**src/rtl/cpu_multicycle_if.sv**
```systemverilog
// Instruction-memory port of cpu_multicycle: word address and request from the
// core, instruction word and valid strobe back from the memory.
interface cpu_multicycle_if #(
    parameter int PC_W = 8
);
    logic [PC_W-1:0] imem_addr;
    logic            imem_req;
    logic [31:0]     imem_data;
    logic            imem_valid;

    modport master (
        output imem_addr,
        output imem_req,
        input  imem_data,
        input  imem_valid
    );

    modport slave (
        input  imem_addr,
        input  imem_req,
        output imem_data,
        output imem_valid
    );
endinterface

```
**src/rtl/cpu_multicycle.sv**
```systemverilog
// cpu_multicycle: FETCH/DECODE/EXEC/WB sequenced core with a 32-entry register
// file, R-type ALU ops, ADDI/ANDI/ORI, BEQ and HALT. One instruction takes at
// least four cycles plus any cycles the instruction memory holds valid low.
// Optional build macro CPU_MC_SHIFT_EN enables the SLL/SRL/SRA R-type funcs;
// without it those funcs decode as unknown and execute as a NOP.
module cpu_multicycle #(
    parameter int              DATA_W = 32,
    parameter int              PC_W   = 8,
    parameter logic [PC_W-1:0] RST_PC = '0
) (
    input  logic              clk,
    input  logic              rst_n,
    cpu_multicycle_if.master  imem,
    output logic [DATA_W-1:0] alu_out,
    output logic              alu_of,
    output logic              alu_zf,
    output logic              reg_we,
    output logic              halted,
    output logic [PC_W-1:0]   dbg_pc,
    output logic [31:0]       dbg_inst
);
    typedef enum logic [2:0] {S_FETCH, S_DECODE, S_EXEC, S_WB, S_HALT} state_t;

    localparam logic [5:0] OP_RTYPE = 6'b000000;
    localparam logic [5:0] OP_ADDI  = 6'b001000;
    localparam logic [5:0] OP_ANDI  = 6'b001100;
    localparam logic [5:0] OP_ORI   = 6'b001101;
    localparam logic [5:0] OP_BEQ   = 6'b000100;
    localparam logic [5:0] OP_HALT  = 6'b111111;

    localparam logic [5:0] FN_SLL  = 6'b000000;
    localparam logic [5:0] FN_SRL  = 6'b000010;
    localparam logic [5:0] FN_SRA  = 6'b000011;
    localparam logic [5:0] FN_ADD  = 6'b100000;
    localparam logic [5:0] FN_SUB  = 6'b100010;
    localparam logic [5:0] FN_AND  = 6'b100100;
    localparam logic [5:0] FN_OR   = 6'b100101;
    localparam logic [5:0] FN_XOR  = 6'b100110;
    localparam logic [5:0] FN_NOR  = 6'b100111;
    localparam logic [5:0] FN_SLTU = 6'b101011;

`ifdef CPU_MC_SHIFT_EN
    localparam logic SHIFT_EN = 1'b1;
`else
    localparam logic SHIFT_EN = 1'b0;
`endif

    localparam int MSB = DATA_W - 1;

    state_t            state, state_next;
    logic [PC_W-1:0]   pc;
    logic [31:0]       ir;
    logic [DATA_W-1:0] op_a, op_b;
    logic [DATA_W-1:0] regs [32];

    // Instruction fields and immediates, decoded straight from the IR.
    logic [5:0]        op, func;
    logic [4:0]        rs, rt, rd, shamt;
    logic [DATA_W-1:0] simm, zimm;

    assign op    = ir[31:26];
    assign rs    = ir[25:21];
    assign rt    = ir[20:16];
    assign rd    = ir[15:11];
    assign shamt = ir[10:6];
    assign func  = ir[5:0];
    assign simm  = DATA_W'($signed(ir[15:0]));
    assign zimm  = DATA_W'(ir[15:0]);

    logic [DATA_W-1:0] f;
    logic              f_of, known, wr_en, is_beq, is_halt;
    logic [4:0]        dest;

    // ALU and instruction classification; operands come from the A/B latches.
    always_comb begin
        // NOTE: every output gets a default before the case, so no path leaves one unassigned and no latch is inferred.
        f       = '0;
        f_of    = 1'b0;
        known   = 1'b0;
        wr_en   = 1'b0;
        is_beq  = 1'b0;
        is_halt = 1'b0;
        dest    = rd;
        case (op)
            OP_RTYPE: begin
                known = 1'b1;
                wr_en = 1'b1;
                case (func)
                    FN_ADD: begin
                        f    = op_a + op_b;
                        f_of = (op_a[MSB] == op_b[MSB]) && (f[MSB] != op_a[MSB]);
                    end
                    FN_SUB: begin
                        f    = op_a - op_b;
                        f_of = (op_a[MSB] != op_b[MSB]) && (f[MSB] != op_a[MSB]);
                    end
                    FN_AND:  f = op_a & op_b;
                    FN_OR:   f = op_a | op_b;
                    FN_XOR:  f = op_a ^ op_b;
                    FN_NOR:  f = ~(op_a | op_b);
                    FN_SLTU: f = DATA_W'(op_a < op_b);
                    FN_SLL, FN_SRL, FN_SRA: begin
                        if (SHIFT_EN) begin
                            if (func == FN_SLL)      f = op_b << shamt;
                            else if (func == FN_SRL) f = op_b >> shamt;
                            else                     f = DATA_W'($signed(op_b) >>> shamt);
                        end else begin
                            known = 1'b0;
                            wr_en = 1'b0;
                        end
                    end
                    default: begin
                        known = 1'b0;
                        wr_en = 1'b0;
                    end
                endcase
            end
            OP_ADDI: begin
                known = 1'b1;
                wr_en = 1'b1;
                dest  = rt;
                f     = op_a + simm;
                f_of  = (op_a[MSB] == simm[MSB]) && (f[MSB] != op_a[MSB]);
            end
            OP_ANDI: begin
                known = 1'b1;
                wr_en = 1'b1;
                dest  = rt;
                f     = op_a & zimm;
            end
            OP_ORI: begin
                known = 1'b1;
                wr_en = 1'b1;
                dest  = rt;
                f     = op_a | zimm;
            end
            OP_BEQ: begin
                known  = 1'b1;
                is_beq = 1'b1;
                f      = op_a - op_b;
                f_of   = (op_a[MSB] != op_b[MSB]) && (f[MSB] != op_a[MSB]);
            end
            OP_HALT: is_halt = 1'b1;
            default: ;
        endcase
    end

    // State register.
    always_ff @(posedge clk or negedge rst_n) begin
        // NOTE: all sequential state uses <= so every flop samples pre-edge values regardless of block order.
        if (!rst_n) state <= S_FETCH;
        else        state <= state_next;
    end

    // Next-state sequencing; HALT is left only through reset.
    always_comb begin
        state_next = state;
        case (state)
            S_FETCH:  if (imem.imem_valid) state_next = S_DECODE;
            S_DECODE: state_next = S_EXEC;
            S_EXEC:   state_next = is_halt ? S_HALT : S_WB;
            S_WB:     state_next = S_FETCH;
            S_HALT:   state_next = S_HALT;
            default:  state_next = S_FETCH;
        endcase
    end

    // Datapath registers: IR capture, operand latches, flags and PC update.
    always_ff @(posedge clk or negedge rst_n) begin
        if (!rst_n) begin
            pc      <= RST_PC;
            ir      <= '0;
            op_a    <= '0;
            op_b    <= '0;
            alu_out <= '0;
            alu_of  <= 1'b0;
            alu_zf  <= 1'b0;
        end else begin
            case (state)
                S_FETCH:  if (imem.imem_valid) ir <= imem.imem_data;
                S_DECODE: begin
                    op_a <= regs[rs];
                    op_b <= regs[rt];
                end
                S_EXEC: if (known) begin
                    alu_out <= f;
                    alu_zf  <= (f == '0);
                    alu_of  <= f_of;
                end
                S_WB: pc <= (is_beq && alu_zf) ? pc + PC_W'(1) + simm[PC_W-1:0]
                                               : pc + PC_W'(1);
                default: ;
            endcase
        end
    end

    // Register file write port; r0 is never written, so it always reads 0.
    always_ff @(posedge clk or negedge rst_n) begin
        if (!rst_n) begin
            // NOTE: the register file must come up cleared, so it is reset explicitly and maps to flops, not a RAM.
            for (int i = 0; i < 32; i++) regs[i] <= '0;
        end else if (reg_we) begin
            regs[dest] <= alu_out;
        end
    end

    assign reg_we         = (state == S_WB) && wr_en && (dest != 5'd0);
    assign halted         = (state == S_HALT);
    assign imem.imem_req  = (state == S_FETCH) && rst_n;
    assign imem.imem_addr = pc;
    assign dbg_pc         = pc;
    assign dbg_inst       = ir;
endmodule

```
**src/flat_wrapper.sv**
```systemverilog
// flat-port wrapper written by rule: the top's interface ports become plain ports
module cpu_multicycle_flat 
#(
    parameter int              DATA_W = 32,
    parameter int              PC_W   = 8,
    parameter logic [PC_W-1:0] RST_PC = '0
)
  (clk, rst_n, alu_out, alu_of, alu_zf, reg_we, halted, dbg_pc, dbg_inst, imem_imem_addr, imem_imem_req, imem_imem_data, imem_imem_valid);
  cpu_multicycle_if #(.PC_W(PC_W)) imem_i ();
  input  logic clk;
  input  logic rst_n;
  output logic [DATA_W-1:0] alu_out;
  output logic alu_of;
  output logic alu_zf;
  output logic reg_we;
  output logic halted;
  output logic [PC_W-1:0] dbg_pc;
  output logic [31:0] dbg_inst;
  output wire logic [$bits(imem_i.imem_addr)-1:0] imem_imem_addr;
  output wire logic [$bits(imem_i.imem_req)-1:0] imem_imem_req;
  input wire logic [$bits(imem_i.imem_data)-1:0] imem_imem_data;
  input wire logic [$bits(imem_i.imem_valid)-1:0] imem_imem_valid;
  assign imem_imem_addr = imem_i.imem_addr;
  assign imem_imem_req = imem_i.imem_req;
  assign imem_i.imem_data = imem_imem_data;
  assign imem_i.imem_valid = imem_imem_valid;
  cpu_multicycle #(.DATA_W(DATA_W), .PC_W(PC_W), .RST_PC(RST_PC)) u_core (.clk(clk), .rst_n(rst_n), .imem(imem_i), .alu_out(alu_out), .alu_of(alu_of), .alu_zf(alu_zf), .reg_we(reg_we), .halted(halted), .dbg_pc(dbg_pc), .dbg_inst(dbg_inst));
endmodule
```
**config.mk**
```make
export PLATFORM = sky130hd
export DESIGN_NAME = cpu_multicycle_flat
export DESIGN_NICKNAME = d
export VERILOG_FILES = /design/src/rtl/cpu_multicycle_if.sv /design/src/rtl/cpu_multicycle.sv /design/src/flat_wrapper.sv
export SDC_FILE = /design/constraint.sdc
export NUM_CORES = 2
export LEC_CHECK = 0
export BUFFER_PORTS_ARGS = -buffer_cell sky130_fd_sc_hd__buf_2
export CAP_MARGIN = 20
export CORE_MARGIN = 2
export CORE_UTILIZATION = 30
export DETAILED_ROUTE_END_ITERATION = 6
export GPL_ROUTABILITY_DRIVEN = 0
export PLACE_DENSITY_LB_ADDON = 0.08
export SYNTH_ARGS = -nofsm -noshare
export SYNTH_HDL_FRONTEND = slang
export SYNTH_SLANG_ARGS = --single-unit
```
**constraint.sdc**
```tcl
create_clock -name clk -period 8.78 [get_ports clk]
set_input_delay 0.878 -clock clk [delete_from_list [all_inputs] [get_ports clk]]
set_output_delay 0.878 -clock clk [all_outputs]
set_load 0.02 [all_outputs]
```
==> summary.txt <==
CTS
  • CTS tree: done
  • Postcts setup bufs: 0
  • H-Tree Depth: 4
  • Worst-skew pair later-pin latency: 0.82 ns
  • CTS Root Cell: clkbuf_16
  • CTS clk-pin slew, worst paths: 0.06 ns
  • TritonCTS Buffers: 145
  • CTS Sinks: 1165
  • Post-cts gate resize count: 0
  • Max clock buf depth: 3

Floorplanning
  • Die ar.: 0.231 mm2
  • Row count: 174
  • Starting Density: 30.2%
  • Die W: 480 um
  • Die H: 480 um
  • IO Count: 120
  • CORE AREA: 0.225 mm2

Power and ir drop
  • Logic pwr share: 45.9%
  • P_int: 13.3 mW
  • Clock Power Share: 25.8%
  • Pwr/cell area: 314 mW/mm2
  • Switch share: 44.8%
  • Seq pwr share: 28.3%
  • Power Total: 24.1 mW
  • VDD IR max: 0.279 mV
  • Switch Pwr: 10.8 mW
  • Leakage: 34.9 nW

Placement
  • I/O Buffers: 119
  • HPWL after DPL: 154000 um
  • Placed cell areas: 0.0718 mm2

Yosys
  • XOR/XNOR share of the synthesized area: 1.27%
  • Netlist Area Pre-Place: 0.0681 mm2
  • Multiplexer share of the synthesized area: 39.4%
  • Synth Area in Adders: 2.98%
  • Sequential share of the synthesized area: 42.8%
  • Async SR Flop Fraction: 100%
  • Simple-gate share of the synthesized area: 4.03%
  • Main combinational cell family by area after synthesis: multiplexers
  • Post-synth EDFFs: 0
  • Distinct cell type count after synthesis: 104
  • Ys Warns: 0
  • Ys flop type: dfrtp_1
  • Synthesized area per cell: 13.7 um2
  • Complex-gate fraction of the synthesized area: 5.80%
  • Cells after Synth: 4968
  • Synth Net Count: 5163
  • #FFs+latches synth: 1165

Global routing
  • Largest net degree at the start of global routing: 142
  • Number of global-route vias before repair: 45900
  • Initial antenna violation count: 16
  • First-pass GRT wire length: 361000 um
  • Global route overflow: 0
  • Gr usage total: 21.8%

STA
  • Relative slew slack: 22.7%
  • Slew Viols, Final: 0
  • Worst Clk Skew: 0.0438 ns
  • Setup TNS: 0 ns
  • Final setup fails: 0
  • RSZ-0062 raised after global routing: no
  • Worst hold slack: 0.283 ns
  • Fin. Hold Viols: 0
  • Crit path time final: 5.10 ns
  • Achievable Freq: 196 MHz
  • Fin crit share: 58.1%
  • Worst slew pin tran: 1.16 ns

Route
  • DRT Wirelength: 252000 um
  • DRC: 0
  • Detailed Routing Iterations Pass 1: 7
  • Initial DRC count: 3507
  • Antenna-violating nets left: 0
  • Vias per cell: 5.58
  • Routed length per instance: 31.5 um
  • Via count: 44600

Setup path
  • Critical path startpoint category: flip-flop
  • WS Path Type: reg2reg
  • Crit path arrival time: 5.79 ns
  • CP max FO: 18
  • Crit path launch: u_core.dbg_inst[28]$_DFFE_PN0P_
  • Depth of the most critical reg-to-reg path: 9
  • Worst Setup End Kind: flip-flop
  • Critical Path RT: 9.47 ns
  • R2R Path Start: u_core.dbg_inst[28]$_DFFE_PN0P_

Layout
  • Area growth syn-to-layout: 12.7%
  • Post-route design area: 0.0768 mm2
  • Multi-input gate area: 0.0367 mm2
  • Register area: 0.0292 mm2
  • Layout net count: 5074
  • Fillers: 21900
  • Layout cells sized above 1: 36.2%

Status
  • Status: finished clean

Min path
  • Hold_sp: imem_imem_data[11]
  • Hold path depth: 3
  • Hold Crit Class: in2reg

Job
  • MaxCap Viol Count: 0
-- timing repair --
| action | in CTS | in global routing |
|---|---|---|
| setup endpoints to repair | 0 | 0 |
| endpoints found under the hold margin | 38 | 0 |
| hold buffers | 1 | 0 |
-- power by group through the flow --
stage                     logic, mW  registers, mW  clock network, mW
final                          11.1           6.82               6.21
after global routing           11.9           6.90               6.63
after CTS                      11.1           6.82               6.41
after detailed placement       11.1           6.92                  0
after global placement         11.1           6.90                  0
after floorplan                7.56           6.43                  0
-- cells in the mapped netlist (36+ instances only) --
| library cell | number | share of area [%] |
|---|---|---|
| a21oi_1 | 200 | 1.5 |
| buf_1 | 90 | 0.50 |
| buf_2 | 70 | 0.51 |
| clkbuf_1 | 295 | 1.6 |
| dfrtp_1 | 1165 | 43 |
| ha_1 | 156 | 2.9 |
| inv_1 | 121 | 0.67 |
| mux2_1 | 421 | 7.0 |
| mux2_2 | 587 | 9.7 |
| mux2i_1 | 104 | 1.5 |
| mux4_2 | 640 | 21 |
| nand2_1 | 188 | 1.0 |
| nand3_1 | 41 | 0.30 |
| nor2_1 | 176 | 0.97 |
| nor3_1 | 36 | 0.26 |
| o21ai_0 | 119 | 0.87 |
| xnor2_1 | 72 | 0.93 |
-- per-stage QoR --
step                cells  util, %  setup slack [ns]
detailed placement   7723     31.9              3.64
global route         7990     34.1              3.45
global placement     7723     31.9              3.67
CTS                  7988     34.1              3.62
finish               7991     34.1              3.68
floorplan            4968        -              4.99
-- flip-flops by register name, indices dropped and copies added (netlist names) --
signal           cells
u_core.alu_of        1
u_core.alu_out      32
u_core.alu_zf        1
u_core.dbg_inst     32
u_core.dbg_pc        8
u_core.op_a         32
u_core.op_b         32
u_core.regs       1024
u_core.state         3
-- kinds of logic (layout without fill, tap and decap cells) --
kind of cell | after synthesis | in the layout
mux | 1753 | 1753
flops | 1165 | 1165
buf+inv | 609 | 637
compound gates | 599 | 599
simple gates | 583 | 583
fa+ha+maj | 160 | 160
xor+xnor | 99 | 99
other cells | 0 | 3
-- layer usage --
| layer | track usage (%) | vias to the layer above | wire length [um] |
|---|---|---|---|
| met1 | 31.1 | 24400 | 117000 |
| met3 | 3.46 | 292 | 11400 |
| met4 | 5.70 | 0 | 6050 |
| met5 | 0 | - | 0 |
| li1 | - | 18800 | - |
| met2 | 34.4 | 1160 | 117000 |
-- cell usage in the layout, fill, tap and decap left out, types with 14 or more instances in the layout --
master     Yosys  final
o21a_1        17     17
a221oi_1      14     14
clkbuf_8       9     39
mux2_1       421    421
nand3_1       41     41
xnor2_1       72     72
clkbuf_16      0    145
nor2_1       176    164
mux2_2       587    587
nand4_1       22     22
nor2_4         0     15
mux4_2       640    640
inv_1        121    121
o21bai_1      14     14
nand2_4        0     17
clkbuf_1     295     28
mux2i_1      104    104
clkinv_2       0     25
buf_12         0     14
o21ai_0      119    119
a31oi_1       23     23
nand2b_1      16     16
nor2b_1       21     21
a21o_1        24     24
o31ai_1       20     20
a211oi_1      20     20
a21oi_1      200    200
buf_4         22    118
nand2_1      188    171
xor2_1        27     27
nor3_1        36     35
buf_2         70    118
dfrtp_1     1165   1153
ha_1         156    156
-- worst max-delay path, stage by stage, from the launching register on --
cell and delay (ns):
dfrtp_1 0.75, inv_1 0.29, a211o_1 0.63, mux2i_1 0.34, nor2b_1 0.28, a311oi_2 0.32
nand3_1 0.31, nor2_4 0.90, buf_4 0.70, mux2_2 0.41
-- path summary, 6_finish.rpt --
path	endpoint	slack, ns
hold reg to reg	u_core.regs[1005]$_DFFE_PN0P_	0.39
setup reg to reg	u_core.regs[755]$_DFFE_PN0P_	3.68
max in group asynchronous	u_core.dbg_inst[23]$_DFFE_PN0P_	5.92
setup / recovery	u_core.regs[755]$_DFFE_PN0P_	3.68
hold / removal	u_core.dbg_inst[11]$_DFFE_PN0P_	0.28
min in group asynchronous	u_core.regs[773]$_DFFE_PN0P_	0.61
-- layout make-up --
type	count	share of cell area [%]
multi-input cells	3194	47.8
flip-flops and latches	1165	38.0
clock buffers	212	5.56
well taps	2992	4.88
repair buffers	251	2.30
clock inverters	52	0.852
inverters	122	0.597
diodes	3	0.00978
Power figures use the tool's default switching activity.
